## src/rtl/cnn_weight_loader.sv

```systemverilog
// Weight loader/sequencer for the CNN core: packs a byte stream into chunks, writes feature/FC/bias memories, then runs the core.
// Optional LOADER_CHECKSUM_EN adds a trailing mod-256 checksum byte that gates the run.
module cnn_weight_loader #(
  parameter int NUM_FEATURES = 3,
  parameter int KERNEL_SIZE  = 4,
  parameter int FC_CHUNKS    = 27,
  parameter int DATA_WIDTH   = 8,
  parameter int CNN_LATENCY  = 632
) (
  input  logic                                          clk,
  input  logic                                          rst,
  input  logic                                          load_start,
  input  logic                                          run_start,
  input  logic signed [DATA_WIDTH-1:0]                  din,
  input  logic                                          din_valid,
  output logic                                          din_ready,
  output logic [KERNEL_SIZE*KERNEL_SIZE*DATA_WIDTH-1:0] chunk_data,
  output logic [$clog2(NUM_FEATURES)-1:0]               feature_writeAddr,
  output logic                                          feature_WrEn,
  output logic [$clog2(FC_CHUNKS)-1:0]                  fullyconnected_writeAddr,
  output logic                                          fullyconnected_WrEn,
  output logic [(NUM_FEATURES+1)*DATA_WIDTH-1:0]        bias_data,
  output logic                                          bias_WrEn,
  output logic                                          convolution_enable,
  input  logic [DATA_WIDTH-1:0]                         cnn_output,
  output logic [DATA_WIDTH-1:0]                         result,
  output logic                                          done,
  output logic                                          busy,
  output logic                                          error
);

  localparam int CHUNK_BYTES = KERNEL_SIZE * KERNEL_SIZE;
  localparam int CHUNK_W     = CHUNK_BYTES * DATA_WIDTH;
  localparam int BIAS_BYTES  = NUM_FEATURES + 1;
  localparam int BIAS_W      = BIAS_BYTES * DATA_WIDTH;
  localparam int FA_W        = $clog2(NUM_FEATURES);
  localparam int CA_W        = $clog2(FC_CHUNKS);
  localparam int CC_W        = (CA_W > FA_W) ? CA_W : FA_W;
  localparam int BC_W        = $clog2(CHUNK_BYTES);
  localparam int LAT_W       = $clog2(CNN_LATENCY);

  localparam logic [3:0] S_IDLE  = 4'd0;
  localparam logic [3:0] S_FEAT  = 4'd1;
  localparam logic [3:0] S_FWR   = 4'd2;
  localparam logic [3:0] S_FC    = 4'd3;
  localparam logic [3:0] S_CWR   = 4'd4;
  localparam logic [3:0] S_BIAS  = 4'd5;
  localparam logic [3:0] S_BWR   = 4'd6;
  localparam logic [3:0] S_START = 4'd7;
  localparam logic [3:0] S_WAIT  = 4'd8;
`ifdef LOADER_CHECKSUM_EN
  localparam logic [3:0] S_CSUM  = 4'd9;
`endif

  logic [3:0]            state;
  logic [BC_W-1:0]       byte_cnt;
  logic [CC_W-1:0]       chunk_cnt;
  logic [LAT_W-1:0]      lat_cnt;
  logic [DATA_WIDTH-1:0] din_u;
  logic                  xfer;

  assign din_u = $unsigned(din);
  assign xfer  = din_valid & din_ready;

`ifdef LOADER_CHECKSUM_EN
  assign din_ready = (state == S_FEAT) || (state == S_FC) || (state == S_BIAS) || (state == S_CSUM);
`else
  assign din_ready = (state == S_FEAT) || (state == S_FC) || (state == S_BIAS);
`endif

  // Write strobes and the start pulse decode straight from state so reset releases them immediately.
  assign busy                     = (state != S_IDLE);
  assign feature_WrEn             = (state != S_FWR);
  assign fullyconnected_WrEn      = (state != S_CWR);
  assign bias_WrEn                = (state != S_BWR);
  assign convolution_enable       = (state != S_START);
  assign feature_writeAddr        = (state == S_FWR) ? chunk_cnt[FA_W-1:0] : '0;
  assign fullyconnected_writeAddr = (state == S_CWR) ? chunk_cnt[CA_W-1:0] : '0;

`ifdef LOADER_CHECKSUM_EN
  logic [DATA_WIDTH-1:0] csum;

  // Running mod-256 sum over every weight byte; the trailing byte in CSUM is compared against it.
  always_ff @(posedge clk or negedge rst) begin
    if (!rst) begin
      csum  <= '0;
      error <= 1'b0;
    end else begin
      if (state == S_IDLE && load_start) begin
        csum  <= '0;
        error <= 1'b0;
      end else if (xfer && state != S_CSUM) begin
        csum <= csum + din_u;
      end
      if (state == S_CSUM && xfer && din_u != csum)
        error <= 1'b1;
    end
  end
`else
  assign error = 1'b0;
`endif

  always_ff @(posedge clk or negedge rst) begin
    if (!rst) begin
      state      <= S_IDLE;
      byte_cnt   <= '0;
      chunk_cnt  <= '0;
      lat_cnt    <= '0;
      chunk_data <= '0;
      bias_data  <= '0;
      result     <= '0;
      done       <= 1'b0;
    end else begin
      done <= 1'b0;
      case (state)
        S_IDLE: begin
          if (load_start) begin
            byte_cnt  <= '0;
            chunk_cnt <= '0;
            state     <= S_FEAT;
          end else if (run_start) begin
            state <= S_START;
          end
        end
        S_FEAT, S_FC: begin
          if (xfer) begin
            chunk_data <= {din_u, chunk_data[CHUNK_W-1:DATA_WIDTH]};
            if (byte_cnt == BC_W'(CHUNK_BYTES-1)) begin
              byte_cnt <= '0;
              state    <= (state == S_FEAT) ? S_FWR : S_CWR;
            end else begin
              byte_cnt <= byte_cnt + BC_W'(1);
            end
          end
        end
        S_FWR: begin
          if (chunk_cnt == CC_W'(NUM_FEATURES-1)) begin
            chunk_cnt <= '0;
            state     <= S_FC;
          end else begin
            chunk_cnt <= chunk_cnt + CC_W'(1);
            state     <= S_FEAT;
          end
        end
        S_CWR: begin
          if (chunk_cnt == CC_W'(FC_CHUNKS-1)) begin
            chunk_cnt <= '0;
            state     <= S_BIAS;
          end else begin
            chunk_cnt <= chunk_cnt + CC_W'(1);
            state     <= S_FC;
          end
        end
        S_BIAS: begin
          if (xfer) begin
            bias_data <= {din_u, bias_data[BIAS_W-1:DATA_WIDTH]};
            if (byte_cnt == BC_W'(BIAS_BYTES-1)) begin
              byte_cnt <= '0;
              state    <= S_BWR;
            end else begin
              byte_cnt <= byte_cnt + BC_W'(1);
            end
          end
        end
`ifdef LOADER_CHECKSUM_EN
        S_BWR: state <= S_CSUM;
        S_CSUM: begin
          if (xfer)
            state <= (din_u == csum) ? S_START : S_IDLE;
        end
`else
        S_BWR: state <= S_START;
`endif
        S_START: begin
          lat_cnt <= LAT_W'(CNN_LATENCY-1);
          state   <= S_WAIT;
        end
        S_WAIT: begin
          if (lat_cnt == '0) begin
            result <= cnn_output;
            done   <= 1'b1;
            state  <= S_IDLE;
          end else begin
            lat_cnt <= lat_cnt - LAT_W'(1);
          end
        end
        default: state <= S_IDLE;
      endcase
    end
  end

endmodule

```

## config.mk

```make
export PLATFORM = sky130hd
export DESIGN_NAME = cnn_weight_loader
export DESIGN_NICKNAME = d
export VERILOG_FILES = /design/src/rtl/cnn_weight_loader.sv
export SDC_FILE = /design/constraint.sdc
export NUM_CORES = 1
export LEC_CHECK = 0
export ABC_AREA = 1
export CORE_UTILIZATION = 40
export DETAILED_ROUTE_END_ITERATION = 6
export PLACE_DENSITY = 0.7
export SLEW_MARGIN = 20
export SYNTH_ARGS = -nofsm -noshare
export SYNTH_HDL_FRONTEND = slang
export SYNTH_SLANG_ARGS = --single-unit
```

## constraint.sdc

```tcl
create_clock -name clk -period 4.7 [get_ports clk]
set_input_delay 0.705 -clock clk [delete_from_list [all_inputs] [get_ports clk]]
set_output_delay 0.705 -clock clk [all_outputs]
set_load 0.005 [all_outputs]
```

==> results of run 1 <==
## cells in the mapped netlist (2+ instances only)
master	n	area, sq um
a21oi_1	63	315
a21oi_2	8	70.1
buf_2	11	55.1
buf_4	15	113
buf_6	7	78.8
clkbuf_1	3	11.3
dfrtp_1	192	4800
ha_1	4	50.1
inv_1	103	387
inv_2	3	11.3
mux2_1	8	90.1
mux2_4	8	120
nand2_1	164	616
nand2_2	5	31.3
nand2_4	3	33.8
nand3_1	27	135
nand3_2	3	30.0
nand4_1	7	43.8
nor2_1	103	387
nor2_4	2	22.5
o21ai_0	60	300
o21ai_1	32	160
xor2_1	5	43.8
## logic make-up after synthesis
logic type      Yosys count
simple gates            317
flops                   192
compound gates          167
buf+inv                 143
mux                      16
xor+xnor                  5
fa+ha+maj                 4
other cells               1
## final cells by class
class | count | area [sq um]
fill | 1788 | 8750
sequential | 192 | 4800
multi-input combinational | 510 | 2530
timing repair buffer | 207 | 2110
clock buffer | 22 | 474
inverter | 107 | 407
tap | 265 | 332
clock inverter | 10 | 124
## power groups by stage
stage / combinational [mW] / clock (mW) / sequential (mW)
floorplan: 1.39 / 0 / 2.94
global placement: 3.11 / 0 / 2.97
detailed placement: 3.18 / 0 / 2.98
CTS: 3.19 / 1.51 / 2.96
global route: 3.53 / 1.57 / 3.06
finish: 3.14 / 1.47 / 2.96
## registers in the layout, indices dropped and copies added, names as in the netlist
name        flops
chunk_data    128
byte_cnt        4
done            1
chunk_cnt       5
state           4
lat_cnt        10
bias_data      32
result          8
## per-layer routing
| layer | global-route usage, % | share of wire [%] | vias to the layer above |
|---|---|---|---|
| met5 | 0 | 0 | - |
| met4 | 5.71 | 1.3 | 0 |
| met3 | 5.43 | 6.0 | 18 |
| met2 | 28.9 | 48 | 144 |
| met1 | 23.6 | 45 | 2853 |
| li1 | - | - | 3061 |
## final timing paths
kind	end	slack, ns	cells past startpoint
setup / recovery	fullyconnected_writeAddr[3]	1.86	4
hold / removal	result[4]	0.18	1
setup reg to reg	bias_data[16]	2.55	7
hold reg to reg	result[1]	0.48	2
max in group asynchronous	chunk_data[35]	3.76	2
min in group clk	result[1]	0.48	2
## worst max-delay path: stages (launching register included)
cell and delay, ns:
dfrtp_1 0.48, nor2_1 0.30, nand2_1 0.26, nor2_1 0.15
clkdlybuf4s50_1 0.52
## metrics by stage
step | power [mW] | cell area [sq um] | utilization, % | setup slack (ns) | hold WS [ns]
final | 7.57 | 10800 | 55.2 | 1.86 | 0.184
after global routing | 8.16 | 10800 | 55.2 | 1.68 | 0.204
after CTS | 7.66 | 10800 | 55.1 | 1.84 | 0.473
after detailed placement | 6.16 | 10200 | 52.0 | 2.01 | 0.468
after global placement | 6.08 | 10200 | 52.0 | 2.02 | 0.464
after floorplan | 4.33 | 7990 | - | 2.94 | 0.409
==> reports/qor.csv, run 1 <==
stage,metric,value,unit
timing,fin_crit,2.84,ns
status,outcome,completed,
grt,grt_pass1_wl,28.9,mm
timing,fin_tns_setup,0,ns
yosys,yosys.area_share.adder,0.626,%
yosys,synth_area,7990,sq um
yosys,syn-instance-count,845,
yosys,synth_xor_area_share,0.548,%
clock_network,clock_sinks,192,
layout,final_cell_mix,"clkdlybuf4s50_1 (201), dfrtp_1 (192), nand2_1 (164), inv_1 (103), nor2_1 (103)",
critical_path,critPathMaxFanout,8,
layout,layout-drive-gt1-share,6.97,%
placed_design,dpl.hpwl,12.4,mm
clock_network,cts_setup_buffers,0,
floorplan,rows,51,
drt,drc_errors,0,
yosys,syn_avg_cell_area,9.46,sq um
clock_network,hold_buffers,0,
grt,grt_pass1_vias,5667,
critical_path,cp-start-kind,flip-flop,
placed_design,routabilityCongestion,0.836,
timing,hold_violations,0,
layout,final_cells,1313,
yosys,ys_seq_area_share,60.1,%
layout,diodes,0,
timing,maxSlewHeadroom,34.0,%
grt,grt_max_degree,168,
yosys,ys.flop_type,dfrtp_1,
drt,firstDrtPassIters,4,
power_and_ir_drop,power_density,702,nW/um^2
yosys,async_reset_ff_share,100,%
floorplan,core_area,19500,sq um
power_and_ir_drop,swShare,34.2,%
yosys,synth_compound_area_share,11.0,%
clock_network,insertion_delay,0.43,ns
grt,antenna_found_initial,0,
flow_run,maxCapViolCount,0,
power_and_ir_drop,p_int,4.98,mW
timing,setup_violations,0,
yosys,synthSimpleGateAreaFrac,16.8,%
yosys,synth-seq-cells,192,
power_and_ir_drop,clockPowerShare,19.4,%
timing,fmax,0.352,GHz
critical_path,critPathKind,reg -> out,
yosys,syn_nets,870,
clock_network,clkTransAtPathRegs,0.07,ns
clock_network,clock_path_buffers,2,
yosys,yosysWarnings,0,
timing,slew_violations,0,
clock_network,cts-resized-gates,0,
power_and_ir_drop,p_leak,5.15,nW
timing,period_share,60.4,%
layout,num-nets-final,1060,
floorplan,fp.dieArea,20500,sq um
grt,overflow,0,
yosys,synth-edff-count,0,
worst_hold_path,timing.hold.worst.class,in -> async,
critical_path,cp_data_required_time,3.99,ns
floorplan,initial_utilization,40.9,%
placed_design,dp_cells,1280,
critical_path,r2r-start,state[3],
drt,via_per_inst,4.63,
placed_design,io_buffers,202,
layout,layout_commonest_cell,clkdlybuf4s50_1,
floorplan,io-pin-count,204,
critical_path,worstPathArrival,2.13,ns
critical_path,endpoint_kind,output port,
drt,finalWirelength,17.8,mm
power_and_ir_drop,irDropWorstVdd,0.313,mV
yosys,synth_top_family_by_area,simple AND/OR/NAND/NOR gates,
floorplan,die_h,143,um
drt,ant_nets,0,
power_and_ir_drop,p_comb_share,41.6,%
yosys,synth_mux_area_share,2.63,%
drt,wire_per_inst,13.6,um
yosys,synthDistinctLibCells,32,
drt,via_count,6076,
timing,worst_pin_slew,0.986,ns
timing,finClkSkew,0.00871,ns
clock_network,cts_tree,yes,
grt,track_usage,18.1,%
clock_network,cts.htree.levels,4,
critical_path,startpoint,state[0],
timing,rsz0062_at_grt,false,
clock_network,cts_made_buffers,17,
layout,syn2layout_area_growth,34.9,%
drt,drtIter0Drc,370,
clock_network,cts-root-buf,clkbuf_16,
power_and_ir_drop,p_seq_share,39.1,%
power_and_ir_drop,p_switching,2.59,mW
floorplan,dieWidth,143,um
(Power assumes the default switching activity.)
==> inputs of run 2 (changes only) <==
- clock period: 4.7 -> 2.9 ns (I/O delays scaled with it)
==> run 2 against run 1 <==
Global-route usage fell by 0.14 points. Wire length grew 0.47%. First-iteration DRC count fell by 20%. Sequential power grew 63%. Non-clock buffer count up 7. Register-to-register slack lost 1.6 ns. Critical path depth unchanged. Utilization rose by 0.37 points. Critical path type unchanged. Critical endpoint is now fullyconnected_writeAddr[4].
==> reports/qor.csv, run 2 (synthesized netlist as in run 1, its figures left out) <==
stage,metric,value,unit
timing,maxSlewHeadroom,51.7,%
grt,grt_max_degree,95,
critical_path,cp_data_required_time,2.47,ns
floorplan,dieWidth,143,um
layout,top_register,chunk_data,
timing,rsz0062_at_grt,false,
layout,multiInputGateArea,2530,sq um
drt,ant_nets,0,
clock_network,cts.htree.levels,4,
timing,fmax,0.395,GHz
clock_network,clock_sinks,192,
clock_network,cts_made_buffers,17,
timing,worst_pin_slew,0.722,ns
worst_hold_path,timing.hold.worst.class,in -> async,
placed_design,dp_cells,1288,
clock_network,clkTransAtPathRegs,0.07,ns
grt,grt_pass1_vias,5704,
timing,period_share,87.2,%
timing,finClkSkew,0.0101,ns
power_and_ir_drop,irDropWorstVdd,0.492,mV
critical_path,critPathKind,reg -> out,
drt,drtIter0Drc,296,
drt,firstDrtPassIters,4,
layout,final_cell_mix,"clkdlybuf4s50_1 (201), dfrtp_1 (192), nand2_1 (164), inv_1 (103), nor2_1 (103)",
clock_network,clock_path_buffers,2,
layout,fillers,1778,
timing,slew_violations,0,
critical_path,cp-start-kind,flip-flop,
power_and_ir_drop,power_density,1140,nW/um^2
grt,track_usage,18.0,%
layout,final_cells,1320,
layout,num-nets-final,1067,
flow_run,maxCapViolCount,0,
drt,drc_errors,0,
critical_path,endpoint_kind,output port,
drt,wire_per_inst,13.6,um
grt,antenna_found_initial,0,
clock_network,cts_tree,yes,
timing,setup_violations,0,
floorplan,die_h,143,um
clock_network,cts-resized-gates,0,
layout,diodes,0,
grt,grt_pass1_wl,28.8,mm
timing,worst_hold_slack,0.0121,ns
placed_design,io_buffers,202,
layout,layout-drive-gt1-share,7.68,%
placed_design,routabilityCongestion,0.866,
drt,via_per_inst,4.59,
floorplan,initial_utilization,40.9,%
grt,overflow,0,
placed_design,dpl.hpwl,12.6,mm
timing,layout_setup_ws,0.371,ns
layout,layout_commonest_cell,clkdlybuf4s50_1,
placed_design,place_ws,0.641,ns
timing,hold_violations,0,
layout,regArea,4800,sq um
status,outcome,completed,
power_and_ir_drop,finalPower,12.4,mW
layout,reg_top3,"chunk_data: 128 flops, bias_data: 32 flops, lat_cnt: 10 flops",
floorplan,rows,51,
drt,via_count,6053,
clock_network,cts-root-buf,clkbuf_16,
layout,syn2layout_area_growth,35.8,%
power_and_ir_drop,p_leak,5.20,nW
critical_path,critPathMaxFanout,8,
timing,fin_crit,2.53,ns
timing,fin_tns_setup,0,ns
clock_network,cts_setup_buffers,0,
critical_path,worstPathArrival,2.09,ns
floorplan,fp.dieArea,20500,sq um
floorplan,io-pin-count,204,
floorplan,core_area,19500,sq um
layout,largest_reg_flops,128,
clock_network,insertion_delay,0.43,ns
clock_network,hold_buffers,0,
drt,finalWirelength,17.9,mm
## run 2: path summary, 6_finish.rpt
path / from / to / slack, ns / cells past startpoint
max: state[0] / fullyconnected_writeAddr[4] / 0.37 / 4
min: rst / result[1] / 0.01 / 1
max reg2reg: state[2] / chunk_data[78] / 0.95 / 7
min reg2reg: result[1] / result[1] / 0.48 / 2
max in group asynchronous: rst / chunk_data[32] / 2.10 / 2
min in group clk: result[1] / result[1] / 0.48 / 2
## run 2: through the flow
stage | utilization [%] | area [sq um]
floorplan | - | 7990
global placement | 52.4 | 10200
detailed placement | 52.4 | 10200
CTS | 55.6 | 10900
global route | 55.6 | 10900
finish | 55.6 | 10900
## run 2: metal layers
metal	global-route usage, %	wire (um)	part of all wire (%)	vias up
met1	23.5	8230	46	2843
li1	-	-	-	3068
met4	6.16	225	1.3	0
met3	4.93	962	5.4	16
met2	28.8	8480	47	126
met5	0	0	0	-
## run 2: area by class of cell
type,count,share of cell area [%]
clock inverter,13,1.57
clock buffer,19,4.08
timing repair buffer,214,20.0
tap,265,3.06
inverter,107,3.75
multi-input combinational,510,23.3
sequential,192,44.3
## run 2: power breakdown
part / internal [mW] / switching, mW
logic: 2.84 / 2.28
clock network: 1.40 / 1.05
registers: 3.90 / 0.921
## run 2: worst max-delay path, stage by stage, from the launching register on
cell	delay, ns
dfrtp_1	0.47
nor2_1	0.29
nand2_1	0.25
nor2_1	0.15
clkdlybuf4s50_1	0.51
==> inputs of run 3 (changes only) <==
- CORE_MARGIN: not set -> 2
==> run 3 against run 2 <==
Cell count fell by 0.38%. Sequential share of layout area grew 0.097 points. Non-clock buffer count shrank 4.
==> reports/qor.csv, run 3 (synthesized netlist as in run 1, its figures left out) <==
stage,metric,value,unit
placed_design,place_area,10200,sq um
drt,ant_nets,0,
layout,top_register,chunk_data,
timing,fin_tns_setup,0,ns
layout,num-nets-final,1063,
grt,overflow,0,
floorplan,rows,51,
timing,finClkSkew,0.0104,ns
clock_network,cts-resized-gates,0,
critical_path,worstPathArrival,2.08,ns
critical_path,endpoint_kind,output port,
power_and_ir_drop,p_leak,5.18,nW
layout,final_cell_mix,"clkdlybuf4s50_1 (201), dfrtp_1 (192), nand2_1 (164), inv_1 (103), nor2_1 (103)",
timing,fin_crit,2.52,ns
timing,setup_violations,0,
critical_path,timing.rr.end,lat_cnt[7],
clock_network,cts_made_buffers,17,
layout,largest_reg_flops,128,
flow_run,maxCapViolCount,0,
power_and_ir_drop,finalPower,12.4,mW
floorplan,fp.dieArea,21100,sq um
floorplan,dieWidth,145,um
critical_path,slowest_delay,0.51,ns
grt,grt_max_degree,93,
drt,drc_errors,0,
critical_path,critPathKind,reg -> out,
critical_path,r2r-start,lat_cnt[0],
layout,reg_top3,"chunk_data: 128 flops, bias_data: 32 flops, lat_cnt: 10 flops",
placed_design,routabilityCongestion,0.859,
worst_hold_path,timing.hold.worst.class,in -> async,
critical_path,cpMostUsedCell,nor2_1,
timing,rsz0062_at_grt,false,
power_and_ir_drop,power_density,1140,nW/um^2
grt,grt_pass1_vias,5963,
timing,hold_violations,0,
critical_path,r2r_setup_slack,0.99,ns
timing,slew_violations,0,
placed_design,io_buffers,202,
status,outcome,completed,
critical_path,cp-start-kind,flip-flop,
clock_network,cts-root-buf,clkbuf_16,
drt,via_per_inst,4.66,
grt,track_usage,17.7,%
timing,worst_pin_slew,0.691,ns
floorplan,io-pin-count,204,
layout,fin_util,55.5,%
layout,syn2layout_area_growth,35.5,%
clock_network,cts.htree.levels,4,
grt,antenna_found_initial,0,
floorplan,initial_utilization,40.9,%
layout,layout-drive-gt1-share,7.33,%
placed_design,dpl.hpwl,12.8,mm
timing,maxSlewHeadroom,53.8,%
timing,period_share,86.8,%
floorplan,die_h,145,um
clock_network,clock_sinks,192,
drt,drtIter0Drc,294,
critical_path,cp_data_required_time,2.47,ns
clock_network,cts_tree,yes,
drt,firstDrtPassIters,4,
critical_path,worstRegToRegCells,8,
critical_path,critPathMaxFanout,8,
layout,layout_commonest_cell,clkdlybuf4s50_1,
drt,via_count,6123,
layout,diodes,0,
floorplan,core_area,19500,sq um
clock_network,cts_setup_buffers,0,
timing,fmax,0.397,GHz
clock_network,hold_buffers,0,
power_and_ir_drop,irDropWorstVdd,0.611,mV
drt,wire_per_inst,13.7,um
critical_path,path_cells,nor2_1 > nand2_1 > nor2_1 > clkdlybuf4s50_1,
drt,finalWirelength,18.0,mm
clock_network,clock_path_buffers,2,
critical_path,critPathSlowestCell,clkdlybuf4s50_1,
layout,final_cell_area,10800,sq um
clock_network,insertion_delay,0.42,ns
grt,grt_pass1_wl,30.4,mm
clock_network,clkTransAtPathRegs,0.07,ns
[run 3: worst max path at each step]
stage                     slack, ns  depth (start not counted)                          end  startpoint
after floorplan                1.34                          8                   lat_cnt[7]  lat_cnt[0]
after global placement         0.78                          4                chunk_data[5]   din_valid
after detailed placement       0.77                          4                chunk_data[6]   din_valid
after CTS                      0.34                          4  fullyconnected_writeAddr[0]    state[0]
after global routing           0.25                          4  fullyconnected_writeAddr[0]    state[0]
final                          0.38                          4  fullyconnected_writeAddr[2]    state[0]
[run 3: cell type report]
class	count	area (sq um)
clock buffers	19	453
clock inverters	12	166
fillers	1809	8700
inverters	107	407
multi-input cells	510	2530
flip-flops and latches	192	4800
well taps	265	332
repair buffers	210	2140
[run 3: where the power goes]
group          leakage, nW  internal [mW]  switching (mW)
clock network        0.303           1.42            1.04
logic                 2.61           2.84            2.30
registers             2.27           3.90           0.888
[run 3: routing by layer]
metal | global-route usage (%) | wire length (um)
met5 | 0 | 0
met3 | 4.51 | 1050
met4 | 6.37 | 280
met1 | 23.3 | 8080
met2 | 28.5 | 8630
[run 3: metrics by stage]
step	hold slack [ns]	setup WS, ns	cells
floorplan	0.139	1.34	845
global placement	0.464	0.775	1284
detailed placement	0.466	0.765	1284
CTS	0.0466	0.336	1315
global route	0.0650	0.247	1315
finish	0.0148	0.383	1315
[run 3: worst max-delay path, delay by kind of cell (launching register included)]
kind	cells	cell delay [ns]
simple gates	3	0.69
buf+inv	1	0.51
flops	1	0.47
